--- src/rtl/ahb2apb_pkg.sv ---
// Shared definitions for the AHB-to-APB bridge: widths, APB controller
// state encoding and the bus values driven while no transfer is active.
package ahb2apb_pkg;

    localparam int ADDR_W = 32;
    localparam int DATA_W = 32;
    localparam int SEL_W  = 3;

    // APB controller states. WWAIT covers the cycle where a write address
    // has been accepted but its data is not yet registered.
    typedef enum logic [2:0] {
        ST_IDLE     = 3'd0,
        ST_WWAIT    = 3'd1,
        ST_READ     = 3'd2,
        ST_WRITE    = 3'd3,
        ST_WRITEP   = 3'd4,
        ST_RENABLE  = 3'd5,
        ST_WENABLE  = 3'd6,
        ST_WENABLEP = 3'd7
    } apb_state_e;

    // Bus control values while the APB is idle (no slave selected).
    localparam logic [SEL_W-1:0] IDLE_PSEL    = 3'b000;
    localparam logic             IDLE_PENABLE = 1'b0;

endpackage : ahb2apb_pkg

--- src/rtl/apb_controller.sv ---
// APB phase sequencer of the AHB-to-APB bridge. Every transfer is an APB
// setup cycle followed by an enable cycle; back-to-back writes alternate
// WRITEP/WENABLEP without returning to IDLE. All bus outputs are registered
// and computed from the next state, so they line up with the state they
// belong to.
module apb_controller #(
    parameter int ADDR_W = ahb2apb_pkg::ADDR_W,
    parameter int DATA_W = ahb2apb_pkg::DATA_W,
    parameter int SEL_W  = ahb2apb_pkg::SEL_W
) (
    input  logic              hclk,
    input  logic              hreset,
    input  logic              valid,
    input  logic              hwrite,
    input  logic              hwrite_reg,
    input  logic [ADDR_W-1:0] haddr_reg1,
    input  logic [ADDR_W-1:0] haddr_reg2,
    input  logic [DATA_W-1:0] hwdata_reg,
    input  logic [SEL_W-1:0]  tempsel,
    input  logic [DATA_W-1:0] prdata,
    output logic              pwrite,
    output logic              penable,
    output logic [SEL_W-1:0]  psel,
    output logic [ADDR_W-1:0] paddr,
    output logic [DATA_W-1:0] pwdata,
    output logic              hreadyout,
    output logic [DATA_W-1:0] hrdata
);

    import ahb2apb_pkg::*;

    apb_state_e        state_r;
    apb_state_e        next_state_s;

    logic              pwrite_s;
    logic              penable_s;
    logic [SEL_W-1:0]  psel_s;
    logic [ADDR_W-1:0] paddr_s;
    logic [DATA_W-1:0] pwdata_s;
    logic              hreadyout_s;

    // Read data passes straight through to the AHB side.
    assign hrdata = prdata;

    // State register; reset abandons any transfer in flight.
    always_ff @(posedge hclk) begin
        if (hreset) begin
            state_r <= ST_IDLE;
        end else begin
            state_r <= next_state_s;
        end
    end

    // Next-state decode.
    always_comb begin
        next_state_s = state_r;
        case (state_r)
            ST_IDLE, ST_RENABLE, ST_WENABLE: begin
                if (valid && !hwrite) begin
                    next_state_s = ST_READ;
                end else if (valid && hwrite) begin
                    next_state_s = ST_WWAIT;
                end else begin
                    next_state_s = ST_IDLE;
                end
            end
            ST_WWAIT: begin
                if (valid) begin
                    next_state_s = ST_WRITEP;
                end else begin
                    next_state_s = ST_WRITE;
                end
            end
            ST_READ:   next_state_s = ST_RENABLE;
            ST_WRITE:  next_state_s = ST_WENABLE;
            ST_WRITEP: next_state_s = ST_WENABLEP;
            ST_WENABLEP: begin
                if (!hwrite_reg) begin
                    next_state_s = ST_READ;
                end else if (valid) begin
                    next_state_s = ST_WRITEP;
                end else begin
                    next_state_s = ST_WRITE;
                end
            end
            default:   next_state_s = ST_IDLE;
        endcase
    end

    // Next bus values from the next state; address/select are captured only
    // on entry to a setup state so enable cycles ignore input changes.
    always_comb begin
        psel_s      = psel;
        paddr_s     = paddr;
        pwdata_s    = pwdata;
        pwrite_s    = pwrite;
        penable_s   = penable;
        hreadyout_s = 1'b1;
        case (next_state_s)
            ST_IDLE: begin
                psel_s      = SEL_W'(IDLE_PSEL);
                penable_s   = IDLE_PENABLE;
                hreadyout_s = 1'b1;
            end
            ST_WWAIT: begin
                psel_s    = SEL_W'(IDLE_PSEL);
                penable_s = IDLE_PENABLE;
                // Arriving straight from an enable cycle the master has already
                // moved on, so hold it until the write data is registered.
                if (state_r == ST_IDLE) begin
                    hreadyout_s = 1'b1;
                end else begin
                    hreadyout_s = 1'b0;
                end
            end
            ST_READ: begin
                psel_s      = tempsel;
                paddr_s     = haddr_reg1;
                pwrite_s    = 1'b0;
                penable_s   = 1'b0;
                hreadyout_s = 1'b0;
            end
            ST_WRITE: begin
                psel_s      = tempsel;
                paddr_s     = haddr_reg1;
                pwdata_s    = hwdata_reg;
                pwrite_s    = 1'b1;
                penable_s   = 1'b0;
                hreadyout_s = 1'b0;
            end
            ST_WRITEP: begin
                // The newer address is still in its AHB address phase, so the
                // one belonging to this data is two registers back.
                psel_s      = tempsel;
                paddr_s     = haddr_reg2;
                pwdata_s    = hwdata_reg;
                pwrite_s    = 1'b1;
                penable_s   = 1'b0;
                hreadyout_s = 1'b0;
            end
            ST_RENABLE, ST_WENABLE, ST_WENABLEP: begin
                penable_s   = 1'b1;
                hreadyout_s = 1'b1;
            end
            default: begin
                psel_s      = SEL_W'(IDLE_PSEL);
                penable_s   = IDLE_PENABLE;
                hreadyout_s = 1'b1;
            end
        endcase
    end

    // Output registers.
    always_ff @(posedge hclk) begin
        if (hreset) begin
            pwrite    <= 1'b0;
            penable   <= 1'b0;
            psel      <= {SEL_W{1'b0}};
            paddr     <= {ADDR_W{1'b0}};
            pwdata    <= {DATA_W{1'b0}};
            hreadyout <= 1'b1;
        end else begin
            pwrite    <= pwrite_s;
            penable   <= penable_s;
            psel      <= psel_s;
            paddr     <= paddr_s;
            pwdata    <= pwdata_s;
            hreadyout <= hreadyout_s;
        end
    end

endmodule : apb_controller

--- config.mk ---
export PLATFORM = sky130hd
export DESIGN_NAME = apb_controller
export DESIGN_NICKNAME = d
export VERILOG_FILES = /design/src/rtl/ahb2apb_pkg.sv /design/src/rtl/apb_controller.sv
export SDC_FILE = /design/constraint.sdc
export NUM_CORES = 1
export LEC_CHECK = 0
export ABC_AREA = 1
export CAP_MARGIN = 20
export CORE_MARGIN = 2
export CORE_UTILIZATION = 32
export DETAILED_ROUTE_END_ITERATION = 16
export PLACE_DENSITY = 0.74
export SLEW_MARGIN = 20
export SYNTH_ARGS = -nofsm -noshare
export SYNTH_HDL_FRONTEND = slang
export SYNTH_SLANG_ARGS = --single-unit
export TNS_END_PERCENT = 100
--- constraint.sdc ---
create_clock -name hclk -period 1.64 [get_ports hclk]
set_input_delay 0.246 -clock hclk [delete_from_list [all_inputs] [get_ports hclk]]
set_output_delay 0.246 -clock hclk [all_outputs]
set_load 0.05 [all_outputs]
Yosys cells after proc, flatten, opt, wreduce, memory -nomap -nowiden
Cells that the tools add are included.

Eq/ne operators: 14. Muxes and demuxes: 11. Reductions and logical operators: 16.

Operators by type and width (count): $pmux W32 S2 (1); $eq A3 B3 Y1 const B (8); $pmux W3 S6 (1); $eq A3 B2 Y1 const B (4); $reduce_or A3 Y1 (3); $eq A3 B1 Y1 const B (2); $logic_not A3 Y1 (2); $mux W3 (2); $pmux W3 S2 (1); $reduce_bool A2 Y1 (3); $reduce_or A2 Y1 (3); $reduce_or A5 Y1 (1); $pmux W1 S2 (2); $reduce_or A4 Y1 (1); $pmux W1 S3 (1); $logic_and A1 B1 Y1 (2); $mux W1 (2); $mux W2 (1); $logic_not A1 Y1 (1).

Bits in registers: 73. Input bits: 136. Word-level logic and storage cells: 48.

Logic depth before layout (Yosys ltp)
Gate-level depths: netlist (run 1).

Word-level depth: 7. Gate-level depth with buffers: 13. Mapped depth without buffers: 12.

Worst setup path before layout (run 1)
OpenSTA, ideal clock, no wires.

Path type: reg-to-reg. Start point: register state_r[1]. End point: register paddr[4]. Data arrival time: 1.502 ns. Required time: 1.512 ns. Path slack: 0.010 ns. Cell stages (with the launch flop): 14. Path buffers: 1. Period minus slack after synthesis: 1.630 ns. Cell sequence: dfxtp_1 -> nor2_1 -> nand2_2 -> nand2_2 -> nor2_1 -> o21ai_2 -> inv_1 -> nand2_1 -> inv_2 -> buf_4 -> nand2_1 -> nand2_1 -> nor2_1 -> nor2_1.

Word-level cells in the longest chain between the ends: 6. Elaborated cells on any way between the ends: 16.

Ends and longest elaborated chain: from (decl) (line apb_controller.sv:32) `apb_state_e state_r;`; from (signal assigned) (line apb_controller.sv:50) `state_r <= next_state_s;`; $eq A3 B3 Y1 / $logic_not A3 Y1 (equally long branches) (line apb_controller.sv:57) `case (state_r)`; $reduce_or A3 Y1 (line apb_controller.sv:57); $pmux W3 S6 (*) (line apb_controller.sv:57); $eq A3 B2 Y1 (line apb_controller.sv:99) `case (next_state_s)`; $reduce_or A2 Y1 (no source line); $pmux W32 S2 / $reduce_bool A2 Y1 (equally long branches); to (signal assigned) (line apb_controller.sv:159) `paddr <= {ADDR_W{1'b0}};`; to (signal assigned) (line apb_controller.sv:166) `paddr <= paddr_s;`; to (decl) (line apb_controller.sv:24) `output logic [ADDR_W-1:0] paddr,`.

Mark *: on every way between the ends. The rest lies on a longest branch, timed or not. A chain may end at the register's enable or synchronous reset.

Worst setup path after layout (run 1)
Start point: register state_r[1]. End point: register paddr[15].

The elaborated chain is that of the path after synthesis.

==> impl_metrics.csv, run 1 <==
group,metric,value,unit
worst_hold_path,worst_hold_path_type,"in -> reg",
sta,achievable-frequency,556,MHz
floorplanning,die_height,109,µm
worst_setup_path,critPathBufInv,2,
detailed_routing,detailroute.wirelength.met2,6160,µm
synthesis,synthMostInstantiatedCell,"nand2_1",
worst_setup_path,critPathArrivalTime,2030,ps
pwr,power.static_leakage,2.62,nW
worst_setup_path,setup.worst_path.end_class,"flip-flop",
detailed_routing,drt-met1-wl,4510,µm
synthesis,yosysWarnings,0,
sta,finalCriticalPeriod,1800,ps
finish,fin_nets,831,
floorplanning,floorplan.initialDensity,32.6,%
synthesis,synth_area_leader_cell,"dfxtp_1",
sta,finalClockSkew,7.38,ps
global_routing,grt_antenna_before_repair,0,
detailed_routing,drt_drc_violations_left,0,
worst_setup_path,cpMaxStageDelayCell,"dfxtp_4",
sta,fin_crit_sh,110,%
synthesis,synthesized_netlist_net_count,665,
sta,finalSetupViolCount,69,
worst_setup_path,timing.critical_path.from_type,"flip-flop",
detailed_routing,highest-signal-layer,"met4",
detailed_routing,wire_per_inst,13.8,µm
synthesis,number_of_enable_flip_flop_cells_after_synthesis,0,
clock_network,clkSlewWorstSetupHoldPaths,90,ps
worst_setup_path,timing_worst_setup_path_type,"reg -> reg",
placed_design,number_of_port_buffers,173,
worst_setup_path,reg2reg_setup_slack,-160,ps
worst_setup_path,rr_worst_depth,13,
sta,rsz_0062_raised_after_global_routing,"true",
synthesis,area_share_of_xor_xnor_cells_in_the_synthesized_design,0,%
floorplanning,die_wd,109,µm
status,failing_checks,"setup timing",
clock_network,cts.sink_count,73,
sta,timing.max_slew.rel_slack,77.9,%
clock_network,maximum_buffer_depth_of_the_clock_tree,2,
placed_design,routabilityCongestion,0.866,
synthesis,leading_register_cell_type_out_of_synthesis,"dfxtp_1",
pwr,post-layout-total-power,0.0149,W
clock_network,tritoncts,"done",
global_routing,total_congestion_overflow_after_global_routing,0,
synthesis,flip_flop_and_latch_count_after_synthesis,73,
finish,final_design_area_no_fill,0.00601,mm²
status,status,"finished, violations left",
synthesis,synth.top_cells.by_area,"dfxtp_1 (42%), nand2_1 (13%), nor2_1 (12%), nand3_1 (9.8%), buf_4 (7.7%)",
detailed_routing,ant_nets,0,
worst_hold_path,min_from,"hreset",
global_routing,aggregate_global_route_resource_usage,18.0,%
detailed_routing,drt-vias-per-instance,4.59,
worst_setup_path,cpLargestDelayFamily,"simple AND/OR/NAND/NOR gates",
placed_design,dp_hpwl,7600,µm
detailed_routing,drt-total-wl,11600,µm
placed_design,placed_cells,810,
clock_network,cts.hold.buffers_added,0,
synthesis,yosys.area_share.simple,36.4,%
clock_network,numCtsBuffers,9,
worst_hold_path,worst_hold_path.endpoint,"pwdata[4]$_SDFFE_PP0P_",
worst_setup_path,endpoint_of_the_worst_register_to_register_path,"paddr[15]$_SDFFE_PP0P_",
floorplanning,core,0.0108,mm²
sta,drv_slew,0,
synthesis,synth_cell_types,19,
global_routing,grt_pass1_vias,3647,
sta,setup_ws,-159,ps
synthesis,synth-compound-area-share,5.58,%
placed_design,placed_instance_area,0.00514,mm²
synthesis,postSynthCellCount,529,
finish,area_growth,70.8,%
pwr,power_density,2470,mW/mm²
synthesis,asyncSetResetFlopFracSynth,0,%
synthesis,synth_fa_ha_area_share,0,%
clock_network,insertion_delay,340,ps
detailed_routing,num_vias,3853,
flow_run,timing.max_cap.violations,0,
floorplanning,die_footprint,0.0118,mm²
synthesis,post_synth_most_frequent_cells,"nand2_1 (120), nor2_1 (112), dfxtp_1 (73)",
sta,worst_pin_slew,331,ps
worst_setup_path,crit_path_max_incr_delay,390,ps
finish,layout-drive-gt1-share,29.4,%
synthesis,synth_sequential_area_ratio,41.5,%
floorplanning,number_of_cell_rows,38,
synthesis,netlist.area_leader.share,41.5,%
detailed_routing,firstDrtPassIters,4,
worst_setup_path,regToRegStartpoint,"state_r[1]$_SDFF_PP0_",
pwr,vdd_drop_max,1.41,mV
global_routing,grt_max_degree,46,
floorplanning,total_i_o_pin_count,238,
synthesis,multiplexer_share_of_the_synthesized_area,0,%
detailed_routing,drtIter0Drc,139,
detailed_routing,met3_wirelength,711,µm
global_routing,grt_pass1_wl,16900,µm
worst_setup_path,path_cells,"nor2_4 -> nand2_4 -> nand2_4 -> inv_1 -> nand2_1 -> nand2_2 -> nand2_2 -> nand3_4 -> nand2_8 -> buf_12 -> nor2_2 -> nor2_1 -> nor2_1",
synthesis,main_combinational_cell_family_by_area_after_synthesis,"simple AND/OR/NAND/NOR gates",
sta,fin_hold_ws,231,ps
finish,final-instance-count-excl-fill,840,
worst_hold_path,hold-path-cell-count,2,
worst_setup_path,cp_max_fo,7,
clock_network,root_buffer,"clkbuf_8",
sta,finalHoldViolCount,0,
synthesis,mapped_cell_area,0.00352,mm²
synthesis,avgSynthCellArea,6.65,µm²
finish,diodes,0,
clock_network,max_h_tree_level,3,
worst_setup_path,required_time_reported_for_the_critical_path_endpoint,1870,ps
sequential cells by signal (all words and copies together), names as in the netlist:
| name | flops |
|---|---|
| hreadyout | 1 |
| paddr | 32 |
| penable | 1 |
| psel | 3 |
| pwdata | 32 |
| pwrite | 1 |
| state_r | 3 |
cell type report:
class,count,area (µm²)
clock buffers,9,124
clock inverters,7,124
multi-input cells,346,1780
flip-flops and latches,73,1470
fillers,988,4780
repair buffers,216,2150
inverters,49,191
well taps,140,175
metrics by stage:
step / setup TNS, ps / util, % / setup WS [ps]
final: -8090 / 55.7 / -159
after global routing: -14130 / 55.7 / -290
after global placement: -23090 / 47.7 / -374
after floorplan: 0 / - / 10.3
after CTS: -1860 / 52.3 / -71.6
after detailed placement: -26290 / 47.7 / -451
worst register-to-register path, stage by stage, from the launching register on:
cell and delay, ps:
dfxtp_4 390, nor2_4 130, nand2_4 80, nand2_4 110, inv_1 70, nand2_1 100
nand2_2 70, nand2_2 90, nand3_4 140, nand2_8 170, buf_12 160, nor2_2 50
nor2_1 90, nor2_1 50
per-layer routing:
layer	up-vias	track usage (%)
met3	19	4.42
met1	1767	20.5
li1	1931	-
met5	-	0
met2	136	32.4
met4	0	6.50
placed cells by master, fill, tap and decap left out, types with 7 or more instances in the layout:
cell | synthesis | layout
clkbuf_8 | 0 | 9
buf_4 | 36 | 88
buf_12 | 0 | 7
nor2_1 | 112 | 84
nand2_2 | 3 | 11
nand3_1 | 69 | 57
buf_6 | 3 | 9
clkdlybuf4s50_1 | 0 | 101
nor2_4 | 0 | 11
a21oi_1 | 35 | 30
nor2_2 | 1 | 18
inv_1 | 46 | 43
nand2_1 | 120 | 106
nand3_2 | 1 | 11
dfxtp_1 | 73 | 70
how the worst max path moves through the flow:
stage | from | end | slack, ps | cells after the start
global placement | valid | pwdata[30]$_SDFFE_PP0P_ | -370 | 10
detailed placement | valid | pwdata[24]$_SDFFE_PP0P_ | -450 | 10
floorplan | state_r[1]$_SDFF_PP0_ | paddr[4]$_SDFFE_PP0P_ | 10 | 13
finish | state_r[1]$_SDFF_PP0_ | paddr[15]$_SDFFE_PP0P_ | -160 | 13
global route | state_r[1]$_SDFF_PP0_ | paddr[27]$_SDFFE_PP0P_ | -290 | 13
CTS | state_r[0]$_SDFF_PP0_ | paddr[24]$_SDFFE_PP0P_ | -70 | 11
report_power, final:
part,switching (W),internal [W],total (W)
clock network,0.000718,0.00103,0.00174
logic,0.00606,0.00423,0.0103
registers,0.000419,0.00241,0.00283
total,0.00720,0.00766,0.0149
timing repair:
| item | 4_1_cts | 5_1_grt |
|---|---|---|
| cloned | 2 | 6 |
| endpoints found under the hold margin | 0 | 0 |
| pin swaps | 16 | 36 |
| gates resized for setup | 57 | 51 |
| buffers inserted | 2 | 4 |
| endpoints found under the setup margin | 68 | 69 |
kinds of logic after synthesis:
logic type,count (synthesis)
flops,73
simple gates,308
compound gates,38
buf+inv,110
Power figures use the tool's default switching activity.
==> run 2, diff against run 1 <==
--- a/config.mk
+++ b/config.mk
@@ -8,9 +8,9 @@
 export ABC_AREA = 1
 export CAP_MARGIN = 20
 export CORE_MARGIN = 2
-export CORE_UTILIZATION = 32
+export CORE_UTILIZATION = 25
 export DETAILED_ROUTE_END_ITERATION = 16
-export PLACE_DENSITY = 0.74
+export PLACE_DENSITY = 0.6
 export SLEW_MARGIN = 20
 export SYNTH_ARGS = -nofsm -noshare
 export SYNTH_HDL_FRONTEND = slang
==> run 2 against run 1 <==
Compared with the run above:
- the run still ends with setup timing left
- sequential power fell by 2%
- wire length fell by 0.72%
- global-route usage fell by 3.9 points
- sequential cell count did not move
- utilization fell by 13 points
- sequential share of layout area rose by 0.64 points
==> impl_metrics.csv, run 2 (synthesis gave the netlist of run 1 again) <==
group,metric,value,unit
detailed_routing,wire_per_inst,13.1,µm
pwr,power_density,2410,mW/mm²
clock_network,numCtsBuffers,9,
floorplanning,die_height,123,µm
clock_network,root_buffer,"clkbuf_16",
status,failing_checks,"setup timing",
clock_network,tritoncts,"done",
detailed_routing,ant_nets,0,
worst_setup_path,path_cells,"buf_6 -> nand3_4 -> buf_6 -> o21ai_4 -> buf_6 -> nand3_4 -> nand2_8 -> buf_12 -> nor2_1 -> nor2_1 -> nor2_1",
clock_network,clkSlewWorstSetupHoldPaths,60,ps
pwr,vdd_drop_max,0.800,mV
finish,layout.core_utilization,42.4,%
detailed_routing,firstDrtPassIters,4,
finish,final-instance-count-excl-fill,878,
worst_setup_path,crit_path_max_incr_delay,370,ps
placed_design,detailedPlace.worstSlack,-490,ps
flow_run,timing.max_cap.violations,0,
finish,multi_input_area,0.00162,mm²
sta,finalSetupViolCount,68,
sta,finalCriticalPeriod,1790,ps
worst_hold_path,worst_hold_path_type,"in -> reg",
detailed_routing,drt-vias-per-instance,4.30,
sta,timing.max_slew.rel_slack,69.1,%
sta,drv_slew,0,
clock_network,cts.sink_count,73,
floorplanning,total_i_o_pin_count,238,
worst_setup_path,cp_max_fo,6,
sta,finalClockSkew,3.35,ps
floorplanning,number_of_cell_rows,43,
finish,top_regs,"paddr x32, pwdata x32",
finish,ff_latch_area,0.00147,mm²
finish,nFillCells,1396,
sta,achievable-frequency,559,MHz
placed_design,routabilityCongestion,0.728,
worst_setup_path,cpMaxStageDelayCell,"dfxtp_4",
floorplanning,die_wd,123,µm
detailed_routing,drt_drc_violations_left,0,
floorplanning,floorplan.initialDensity,25.4,%
global_routing,total_congestion_overflow_after_global_routing,0,
global_routing,grt_max_degree,33,
finish,area_growth,66.5,%
sta,fin_crit_sh,109,%
finish,commonest_cells_after_routing_fill_and_taps_aside,"nand2_1 (110), clkdlybuf4s50_1 (101), nor2_1 (98)",
finish,diodes,0,
finish,layout_commonest_cell,"nand2_1",
clock_network,insertion_delay,330,ps
global_routing,grt_pass1_vias,3510,
pwr,power.static_leakage,2.61,nW
floorplanning,core,0.0138,mm²
sta,setup_ws,-148,ps
finish,layout-drive-gt1-share,24.4,%
placed_design,number_of_port_buffers,173,
global_routing,aggregate_global_route_resource_usage,14.0,%
worst_setup_path,cpLargestDelayFamily,"simple AND/OR/NAND/NOR gates",
detailed_routing,num_vias,3773,
clock_network,max_h_tree_level,3,
worst_setup_path,setup.worst_path.end_class,"flip-flop",
sta,rsz_0062_raised_after_global_routing,"true",
sta,worst_pin_slew,464,ps
status,status,"finished, violations left",
global_routing,grt_antenna_before_repair,0,
sta,finalHoldViolCount,0,
finish,fin_nets,829,
detailed_routing,drt-total-wl,11500,µm
placed_design,placed_cells,853,
global_routing,grt_pass1_wl,16400,µm
worst_setup_path,timing_worst_setup_path_type,"reg -> reg",
worst_setup_path,timing.critical_path.from_type,"flip-flop",
detailed_routing,drtIter0Drc,188,
clock_network,maximum_buffer_depth_of_the_clock_tree,2,
sta,fin_hold_ws,347,ps
worst_setup_path,required_time_reported_for_the_critical_path_endpoint,1860,ps
worst_setup_path,critPathArrivalTime,2010,ps
worst_setup_path,critPathBufInv,4,
sta,post_route_setup_tns,-6670,ps
clock_network,cts.hold.buffers_added,0,
placed_design,dp_hpwl,7900,µm
floorplanning,die_footprint,0.0150,mm²
run 2: area by class of cell:
type,instances,share of cell area [%]
multi-input cells,346,27.7
inverters,49,3.18
flip-flops and latches,73,25.1
well taps,180,3.85
clock buffers,13,4.44
clock inverters,3,0.256
repair buffers,214,35.5
run 2: path summary, 6_finish.rpt:
check / startpoint / endpoint / slack (ps) / depth (start not counted)
min reg2reg: psel[2]$_SDFFE_PP0P_ / psel[2]$_SDFFE_PP0P_ / 450 / 2
max reg2reg: state_r[0]$_SDFF_PP0_ / paddr[8]$_SDFFE_PP0P_ / -150 / 11
max: state_r[0]$_SDFF_PP0_ / paddr[8]$_SDFFE_PP0P_ / -150 / 11
min: hreset / state_r[1]$_SDFF_PP0_ / 350 / 2
run 2: stage by stage:
step | power (W) | instance area, µm²
2_1_floorplan | 0.00824 | 3520
3_3_place_gp | 0.0108 | 5250
3_5_place_dp | 0.0109 | 5250
4_1_cts | 0.0129 | 5560
5_1_grt | 0.0151 | 5860
6_report | 0.0141 | 5860
run 2: per-layer routing:
metal,vias up,global-route usage (%),routed length [µm]
met5,-,0,0
met4,0,4.96,204
met3,21,5.30,692
met2,110,24.6,5820
met1,1717,15.4,4790
li1,1925,-,-
run 2: report_power, final:
| part | internal (W) | switching (W) |
|---|---|---|
| clock network | 0.00110 | 0.000711 |
| registers | 0.00241 | 0.000351 |
| logic | 0.00378 | 0.00574 |
| total | 0.00729 | 0.00681 |
run 2: timing repair:
action                                  in CTS  in global routing
buffers inserted                             0                  4
pin swaps                                    1                 29
endpoints found under the setup margin      68                 69
resized for setup                           15                 39
cloned                                       0                  6
==> run 3, diff against run 2 <==
--- a/config.mk
+++ b/config.mk
@@ -10,7 +10,9 @@
 export CORE_MARGIN = 2
 export CORE_UTILIZATION = 25
 export DETAILED_ROUTE_END_ITERATION = 16
+export GPL_TIMING_DRIVEN = 0
 export PLACE_DENSITY = 0.6
+export RECOVER_POWER = 100
 export SLEW_MARGIN = 20
 export SYNTH_ARGS = -nofsm -noshare
 export SYNTH_HDL_FRONTEND = slang
==> run 3 against run 2 <==
Compared with the run above:
- the run still ends with setup timing left
- final area increased by 16%
- wire length grew 9.7%
- maximum frequency decreased by 0.71%
- count of clock-buffer cells in the layout down 1
- highest routed layer unchanged
- critical endpoint is now pwdata[10]$_SDFFE_PP0P_
- clock skew rose by 2.7 ps
- utilization is 6.8 points higher
- worst setup slack worse by 13 ps
- non-clock buffer count is 84 higher
- clock power increased by 19%
- first-iteration DRC count shrank 30%
==> impl_metrics.csv, run 3 (synthesis gave the netlist of run 1 again) <==
group,metric,value,unit
detailed_routing,num_vias,4090,
pwr,post-layout-total-power,0.0156,W
detailed_routing,firstDrtPassIters,4,
finish,layout-drive-gt1-share,21.4,%
floorplanning,total_i_o_pin_count,238,
worst_setup_path,path_cells,"nand2_4 -> inv_2 -> nand2_2 -> nand2_2 -> nor2_4 -> nand2_1 -> nand2_2 -> nand3_4 -> buf_12 -> buf_6 -> clkbuf_16 -> nand3_2 -> a21oi_2",
global_routing,grt_max_degree,13,
sta,worst_pin_slew,597,ps
sta,drv_slew,0,
finish,top_regs,"paddr x32, pwdata x32",
worst_setup_path,worstSetupStartpoint,"state_r[1]$_SDFF_PP0_",
placed_design,routabilityCongestion,0.792,
sta,fin_hold_ws,431,ps
floorplanning,number_of_cell_rows,43,
sta,setup_ws,-161,ps
worst_setup_path,critPathArrivalTime,2000,ps
sta,finalHoldViolCount,0,
worst_setup_path,setup.worst_path.end_class,"flip-flop",
detailed_routing,drtIter0Drc,132,
floorplanning,core,0.0138,mm²
clock_network,maximum_buffer_depth_of_the_clock_tree,2,
detailed_routing,wire_per_inst,13.1,µm
worst_setup_path,cpMaxStageDelayCell,"dfxtp_4",
detailed_routing,drt-vias-per-instance,4.25,
pwr,power.static_leakage,3.16,nW
floorplanning,floorplan.initialDensity,25.4,%
global_routing,grt_pass1_wl,19100,µm
worst_setup_path,crit_path_max_incr_delay,380,ps
finish,diodes,0,
worst_setup_path,rr_worst_depth,13,
finish,final-instance-count-excl-fill,962,
global_routing,grt_antenna_before_repair,0,
finish,layout_commonest_cell,"nand2_1",
clock_network,cts.hold.buffers_added,0,
worst_setup_path,end_point_of_the_critical_path,"pwdata[10]$_SDFFE_PP0P_",
sta,finalCriticalPeriod,1800,ps
placed_design,placed_cells,913,
placed_design,number_of_port_buffers,204,
pwr,vdd_drop_max,0.852,mV
status,failing_checks,"setup timing",
worst_setup_path,worst_path_most_repeated_cell,"nand2_2",
worst_setup_path,cp_max_fo,6,
detailed_routing,ant_nets,0,
clock_network,insertion_delay,320,ps
sta,achievable-frequency,555,MHz
clock_network,root_buffer,"clkbuf_16",
global_routing,total_congestion_overflow_after_global_routing,0,
clock_network,cts.sink_count,73,
sta,rsz_0062_raised_after_global_routing,"true",
global_routing,aggregate_global_route_resource_usage,16.1,%
sta,fin_crit_sh,110,%
clock_network,tritoncts,"done",
flow_run,timing.max_cap.violations,0,
clock_network,clkSlewWorstSetupHoldPaths,60,ps
clock_network,max_h_tree_level,3,
clock_network,numCtsBuffers,9,
floorplanning,die_footprint,0.0150,mm²
finish,commonest_cells_after_routing_fill_and_taps_aside,"nand2_1 (104), clkdlybuf4s50_1 (100), nor2_1 (98)",
worst_setup_path,timing.critical_path.from_type,"flip-flop",
placed_design,dp_hpwl,9090,µm
status,status,"finished, violations left",
sta,finalClockSkew,6.04,ps
placed_design,detailedPlace.worstSlack,-676,ps
worst_setup_path,reg2reg_setup_slack,-160,ps
floorplanning,die_wd,123,µm
pwr,power_density,2290,mW/mm²
worst_setup_path,timing_worst_setup_path_type,"reg -> reg",
sta,finalSetupViolCount,68,
worst_hold_path,worst_hold_path_type,"in -> reg",
sta,timing.max_slew.rel_slack,60.3,%
worst_setup_path,required_time_reported_for_the_critical_path_endpoint,1830,ps
worst_setup_path,regToRegStartpoint,"state_r[1]$_SDFF_PP0_",
finish,area_growth,93.3,%
finish,fin_nets,913,
floorplanning,die_height,123,µm
worst_setup_path,endpoint_of_the_worst_register_to_register_path,"pwdata[10]$_SDFFE_PP0P_",
global_routing,grt_pass1_vias,3971,
detailed_routing,drt-total-wl,12600,µm
sta,post_route_setup_tns,-7630,ps
detailed_routing,drt_drc_violations_left,0,
## run 3: worst min path at each step
stage,from,to,slack (ps),cells after the start
2_1_floorplan,tempsel[2],psel[2]$_SDFFE_PP0P_,380,2
3_3_place_gp,psel[2]$_SDFFE_PP0P_,psel[2]$_SDFFE_PP0P_,450,2
3_5_place_dp,psel[2]$_SDFFE_PP0P_,psel[2]$_SDFFE_PP0P_,450,2
4_1_cts,psel[2]$_SDFFE_PP0P_,psel[2]$_SDFFE_PP0P_,450,2
5_1_grt,hwdata_reg[26],pwdata[26]$_SDFFE_PP0P_,460,3
6_report,hreset,penable$_SDFF_PP0_,430,2
## run 3: timing repair
item                                    4_1_cts  5_1_grt
setup buffers                                25        5
pin swaps                                    14       32
endpoints found under the setup margin      138       71
endpoints found under the hold margin         0        0
gates cloned                                  3        2
resized for setup                           130       61
## run 3: final cells by class
type | count | area, µm²
fill | 1419 | 7030
clock inverter | 4 | 73.8
buffer | 59 | 472
multi-input combinational | 346 | 1770
sequential | 73 | 1470
inverter | 49 | 186
timing repair buffer | 239 | 2350
tap | 180 | 225
clock buffer | 12 | 256
## run 3: layer usage
layer	wire, µm	vias up	GRT usage [%]
met2	6570	121	29.3
met1	5080	1860	18.7
met5	0	-	0
li1	-	2095	-
met4	194	0	4.81
met3	777	14	3.90
## run 3: worst max-delay path: cells and delay by family (launching register included)
kind	cells	cell delay, ps
AOI/OAI and AO/OA	1	50
buffers and inverters	4	480
DFF	1	380
and+or+nand+nor	8	760
## run 3: where the power goes
part / total, W / switching, W / internal (W)
sequential: 0.00278 / 0.000368 / 0.00241
clock: 0.00216 / 0.000737 / 0.00142
combinational: 0.0107 / 0.00623 / 0.00442
## run 3: through the flow
| stage | area (µm²) | utilization (%) |
|---|---|---|
| after global placement | 5790 | 41.8 |
| after CTS | 6480 | 46.9 |
| after floorplan | 3520 | - |
| after detailed placement | 5790 | 41.8 |
| after global routing | 6800 | 49.2 |
| final | 6800 | 49.2 |
